===== src/rtl/qtr_multi_sampler.sv =====
// N-channel QTR RC reflectance sampler: charges enabled sensor nodes, releases them,
// and times each channel's discharge in TICK_DIV-cycle units with saturation/timeout.
module qtr_multi_sampler #(
  parameter int NUM_CH        = 2,
  parameter int CNT_WIDTH     = 8,
  parameter int CHARGE_CYCLES = 600,
  parameter int TICK_DIV      = 60
) (
  input  logic                          clk,
  input  logic                          reset,
  input  logic                          start,
  input  logic                          continuous,
  input  logic [NUM_CH-1:0]             ch_mask,
  output logic [NUM_CH-1:0]             qtr_out_en,
  output logic [NUM_CH-1:0]             qtr_out_sig,
  input  logic [NUM_CH-1:0]             qtr_in_sig,
  output logic [NUM_CH-1:0]             qtr_ctrl,
  output logic                          busy,
  output logic                          valid,
  output logic [NUM_CH*CNT_WIDTH-1:0]   counts,
  output logic [NUM_CH-1:0]             timeout
);

  localparam int CHG_W = $clog2(CHARGE_CYCLES) + 1;
  localparam int TK_W  = $clog2(TICK_DIV) + 1;
  localparam logic [CNT_WIDTH-1:0] CNT_MAX = '1;

  typedef enum logic [1:0] {IDLE, CHARGE, DISCHARGE, DONE} state_t;

  state_t                 state, state_nxt;
  logic [NUM_CH-1:0]      mask_r;
  logic [CHG_W-1:0]       charge_cnt;
  logic [TK_W-1:0]        tick_cnt;
  logic [NUM_CH-1:0]      fin;
  logic [NUM_CH-1:0]      tmo;
  logic [CNT_WIDTH-1:0]   cnt [NUM_CH];
  logic [NUM_CH-1:0]      sync_p0, sync_p1;
  logic                   tick, charge_last, load_mask, scan_entry;

  function automatic logic [CNT_WIDTH-1:0] sat_inc(input logic [CNT_WIDTH-1:0] v);
    return (v == CNT_MAX) ? v : v + 1'b1;
  endfunction

  // Stage p0/p1: two-flop synchroniser on the asynchronous pad inputs
  always_ff @(posedge clk) begin
    sync_p0 <= qtr_in_sig;
    sync_p1 <= sync_p0;
  end

  assign tick        = (tick_cnt == TK_W'(TICK_DIV - 1));
  assign charge_last = (charge_cnt == CHG_W'(CHARGE_CYCLES - 1));
  assign load_mask   = ((state == IDLE) && (start || continuous)) ||
                       ((state == DONE) && continuous);
  assign scan_entry  = (state_nxt == CHARGE) && (state != CHARGE);
  assign busy        = (state != IDLE);

  always_comb begin
    state_nxt   = state;
    qtr_out_en  = '0;
    qtr_out_sig = '0;
    qtr_ctrl    = '0;
    case (state)
      IDLE: begin
        if (start || continuous) state_nxt = (ch_mask == '0) ? DONE : CHARGE;
      end
      CHARGE: begin
        qtr_out_en  = mask_r;
        qtr_out_sig = mask_r;
        qtr_ctrl    = mask_r;
        if (charge_last) state_nxt = DISCHARGE;
      end
      DISCHARGE: begin
        qtr_ctrl = mask_r;
        if (&fin) state_nxt = DONE;
      end
      DONE: begin
        if (continuous) state_nxt = (ch_mask == '0) ? DONE : CHARGE;
        else            state_nxt = IDLE;
      end
      default: state_nxt = IDLE;
    endcase
  end

  always_ff @(posedge clk) begin
    if (reset) begin
      state      <= IDLE;
      mask_r     <= '0;
      charge_cnt <= '0;
      tick_cnt   <= '0;
      fin        <= '1;
      tmo        <= '0;
      valid      <= 1'b0;
      counts     <= '0;
      timeout    <= '0;
    end else begin
      state <= state_nxt;
      valid <= (state == DONE);
      if (load_mask) mask_r <= ch_mask;
      charge_cnt <= (state == CHARGE) ? charge_cnt + 1'b1 : '0;
      tick_cnt   <= ((state == DISCHARGE) && !tick) ? tick_cnt + 1'b1 : '0;
      if (scan_entry) begin
        // Disabled channels start finished so they never hold up the scan
        fin <= ~ch_mask;
        tmo <= '0;
      end else if (state == DISCHARGE) begin
        for (int i = 0; i < NUM_CH; i++) begin
          if (!fin[i]) begin
            if (!sync_p1[i]) begin
              fin[i] <= 1'b1;
            end else if (tick && (sat_inc(cnt[i]) == CNT_MAX)) begin
              fin[i] <= 1'b1;
              tmo[i] <= 1'b1;
            end
          end
        end
      end
      if (state == DONE) begin
        for (int i = 0; i < NUM_CH; i++) begin
          counts[i*CNT_WIDTH +: CNT_WIDTH] <= mask_r[i] ? cnt[i] : '0;
        end
        timeout <= tmo & mask_r;
      end
    end
  end

  // Stage p1 -> count: per-channel discharge counters (datapath, cleared per scan)
  always_ff @(posedge clk) begin
    for (int i = 0; i < NUM_CH; i++) begin
      if (scan_entry)
        cnt[i] <= '0;
      else if ((state == DISCHARGE) && !fin[i] && sync_p1[i] && tick)
        cnt[i] <= sat_inc(cnt[i]);
    end
  end

endmodule


===== config.mk =====
export PLATFORM = sky130hd
export DESIGN_NAME = qtr_multi_sampler
export DESIGN_NICKNAME = d
export VERILOG_FILES = /design/src/rtl/qtr_multi_sampler.sv
export SDC_FILE = /design/constraint.sdc
export NUM_CORES = 1
export LEC_CHECK = 0
export CAP_MARGIN = 10
export CORE_ASPECT_RATIO = 0.5
export CORE_MARGIN = 2
export CORE_UTILIZATION = 35
export DETAILED_ROUTE_END_ITERATION = 16
export GPL_ROUTABILITY_DRIVEN = 0
export PLACE_DENSITY = 0.6
export SLEW_MARGIN = 0
export SYNTH_ARGS = -nofsm -noshare
export SYNTH_HDL_FRONTEND = slang
export SYNTH_SLANG_ARGS = --single-unit

===== constraint.sdc =====
create_clock -name clk -period 2 [get_ports clk]
set_input_delay 0.6 -clock clk [delete_from_list [all_inputs] [get_ports clk]]
set_output_delay 0.6 -clock clk [all_outputs]
set_load 0.05 [all_outputs]

==> out/qor.txt <==
Outcome -> complete, but fails checks
Failing checks -> setup timing
Chip height -> 72.04 um
Net Sw Frac -> 35.74%
Design Area, Final -> 4547 um^2
Combinational group share of total power -> 42.9%
Final min period -> 2.046 ns
H-tree depth -> 3
DP HPWL -> 5179 um
Number of remaining DRC errors -> 0
PD cells -> 1408 nW/um^2
Root Buffer -> clkbuf_16
Layout Nets -> 457
Antenna viol nets, final -> 0
Clk buf depth -> 2
Synth Instances -> 362
TritonCTS clock tree -> built
Largest net degree at the start of global routing -> 29
Ant. Diodes -> 0
Maxcap violations -> 0
Critical Setup Path Class -> reg2out
FF-to-FF End -> cnt[0][4]
Worst-path fanout max -> 3
Sequential Power Share -> 30.5%
Final period util -> 102.3%
Final hold violation count -> 0
Post-DP Area -> 3995 um^2
Non-Filler Instances -> 562
FF-to-FF Start -> state[1]
Worst Setup SP -> state[0]
Area Overhead vs Synth -> 40.31%
Flop2flop setup slack -> -0.03 ns
Final-report setup violation count -> 29
Worst-Margin Slew -> 0.4426 ns
Worst-path clk slew -> 0.05 ns
Die area -> 10090 um^2
Power Total -> 6.401 mW
WP data required -> 1.40 ns
Syn_area_per_cell -> 8.952 um^2
Total track usage -> 15.61%
Vias per inst -> 4.909
CP arrival -> 1.45 ns
Initial DRC count -> 173
Initial antenna violation count -> 0
Ys async rst share -> 0%
Via count -> 2759
Hold path cells -> 0
Net switching power -> 2.288 mW
Post-synthesis sequential area ratio -> 45.10%
VDD IR max -> 0.0007011 V
Vias in the first global route -> 2649
Routed len/inst -> 13.23 um
PortBufs -> 33
Hold Path End -> sync_p1[0]
Top_reg_cell synth -> dfxtp_1
Internal Pwr Total -> 4.114 mW
Grt ovf -> 0
Initial Utilization -> 36.58%
Mapped Area -> 3241 um^2
CTS buffer count -> 9
Yosys warnings -> 0
Hold Crit Start -> sync_p0[0]
Max Clock Freq -> 488.7 MHz
Clock network power share -> 26.6%
Worst min-delay path class -> reg2reg
Mapped Nets -> 379
RSZ-0062 raised after global routing -> yes
Drt pass-1 iters -> 4
Clk sinks -> 65
Core box area -> 8859 um^2
Clk_lat worst skew -> 0.33 ns
I/O pins -> 34
Final WL -> 7433 um
Critical Path Sink Type -> output port
Worst setup SP type -> flop
Post-Route Skew -> 0.007405 ns
Final Slew Violations -> 0
Row count -> 24
First-pass GRT wire length -> 12560 um
Share of layout cells above drive strength 1 -> 32.36%
Setup ws final -> -0.04638 ns
TNS Setup -> -0.4844 ns
Slew HR -> 70.49%
Register-to-Register Path Depth -> 9
Seq cells post-synth -> 65
Die W -> 140.1 um
Distinct cells, synth -> 55
Post-synth EDFFs -> 16
Placed Cells -> 537
Leakage power figure -> 1.863 nW
worst max-delay path by stage:
| stage | endpoint | slack, ns | depth (start not counted) |
|---|---|---|---|
| 2_1_floorplan | cnt[1][0] | -0.06 | 5 |
| 3_3_place_gp | cnt[1][6] | -0.63 | 7 |
| 3_5_place_dp | cnt[1][6] | -0.66 | 7 |
| 4_1_cts | qtr_out_sig[0] | -0.02 | 5 |
| 5_1_grt | cnt[0][4] | -0.14 | 9 |
| 6_report | qtr_out_sig[0] | -0.05 | 5 |
logic make-up (layout without fill, tap and decap cells):
kind of cell	after synthesis	in the layout	synth area share (%)
adders and majority gates	9	9	3.475
muxes	6	6	1.853
buffers and inverters	34	117	4.478
and+or+nand+nor	168	168	27.30
xor gates and xnor gates	16	16	4.324
AOI/OAI and AO/OA	64	64	13.47
DFF	65	65	45.10
power by group through the flow:
stage	sequential, mW	combinational [mW]	clock [mW]
finish	1.95	2.74	1.71
global route	2.00	2.98	1.79
CTS	1.93	2.49	1.74
detailed placement	1.94	2.34	0
global placement	1.94	2.35	0
floorplan	1.88	1.42	0
per-stage QoR:
| step | hold slack [ns] | worst slack, ns | util [%] |
|---|---|---|---|
| 6_report | 0.3251 | -0.04638 | 51.33 |
| 5_1_grt | 0.3318 | -0.1364 | 51.33 |
| 4_1_cts | 0.3278 | -0.02090 | 49.68 |
| 3_5_place_dp | 0.3150 | -0.6624 | 45.10 |
| 3_3_place_gp | 0.3125 | -0.6294 | 45.10 |
| 2_1_floorplan | 0.3096 | -0.06391 | - |
critical path, stage by stage (launching register included):
cell     delay (ns)
dfxtp_4        0.36
buf_4          0.16
ha_4           0.16
buf_4          0.13
and2_4         0.17
buf_12         0.14
flip-flops by register name, indices dropped and copies added (netlist names):
register / count
cnt: 16
counts: 16
charge_cnt: 11
tick_cnt: 7
fin: 2
mask_r: 2
state: 2
sync_p0: 2
sync_p1: 2
timeout: 2
tmo: 2
valid: 1
cells in the mapped netlist, types with 7 or more instances:
cell type,count,area (um^2)
and3_1,8,50.05
xor2_1,9,78.83
xnor2_1,7,61.31
dfxtp_1,49,980.9
nor2b_1,18,112.6
edfxtp_1,16,480.5
inv_1,12,45.04
nand3_1,18,90.09
nor2_1,56,210.2
nand2_1,22,82.58
clkbuf_1,14,52.55
ha_1,9,112.6
o21ai_0,7,35.03
and2_1,9,56.30
a21oi_1,30,150.1
metal layers:
layer / up-vias / global-route usage (%) / routed length [um]
met3: 6 / 4.620 / 206
met5: - / 0 / 0
met4: 0 / 5.275 / 87
li1: 1413 / - / -
met2: 24 / 25.01 / 3401
met1: 1316 / 20.50 / 3738
what timing repair did:
item	CTS	global route
resized for setup	28	31
endpoints found under the hold margin	0	0
buffers inserted	3	7
hold buffers	0	0
setup endpoints to repair	42	42
pin swaps	6	16
area by class of cell:
cell class,count,area [um^2]
clock inverters,7,100.1
well taps,117,146.4
fillers,818,4312
clock buffers,9,225.2
flip-flops and latches,65,1470
repair buffers,89,785.8
inverters,12,45.04
multi-input cells,263,1774
placed cells by master (no fill, tap or decap), types with 4 or more instances in the layout:
| master | instances |
|---|---|
| a21oi_1 | 30 |
| a31oi_1 | 4 |
| and2_1 | 5 |
| and2_4 | 5 |
| and3_1 | 8 |
| buf_12 | 7 |
| buf_4 | 68 |
| buf_6 | 7 |
| clkbuf_16 | 9 |
| dfxtp_1 | 46 |
| edfxtp_1 | 16 |
| ha_2 | 5 |
| inv_1 | 10 |
| mux2i_1 | 6 |
| nand2_1 | 20 |
| nand2b_1 | 5 |
| nand3_1 | 17 |
| nor2_1 | 51 |
| nor2_2 | 5 |
| nor2b_1 | 18 |
| nor3b_1 | 4 |
| o21ai_0 | 7 |
| or3_1 | 5 |
| xnor2_1 | 7 |
| xor2_1 | 9 |
Power figures use the tool's default switching activity.
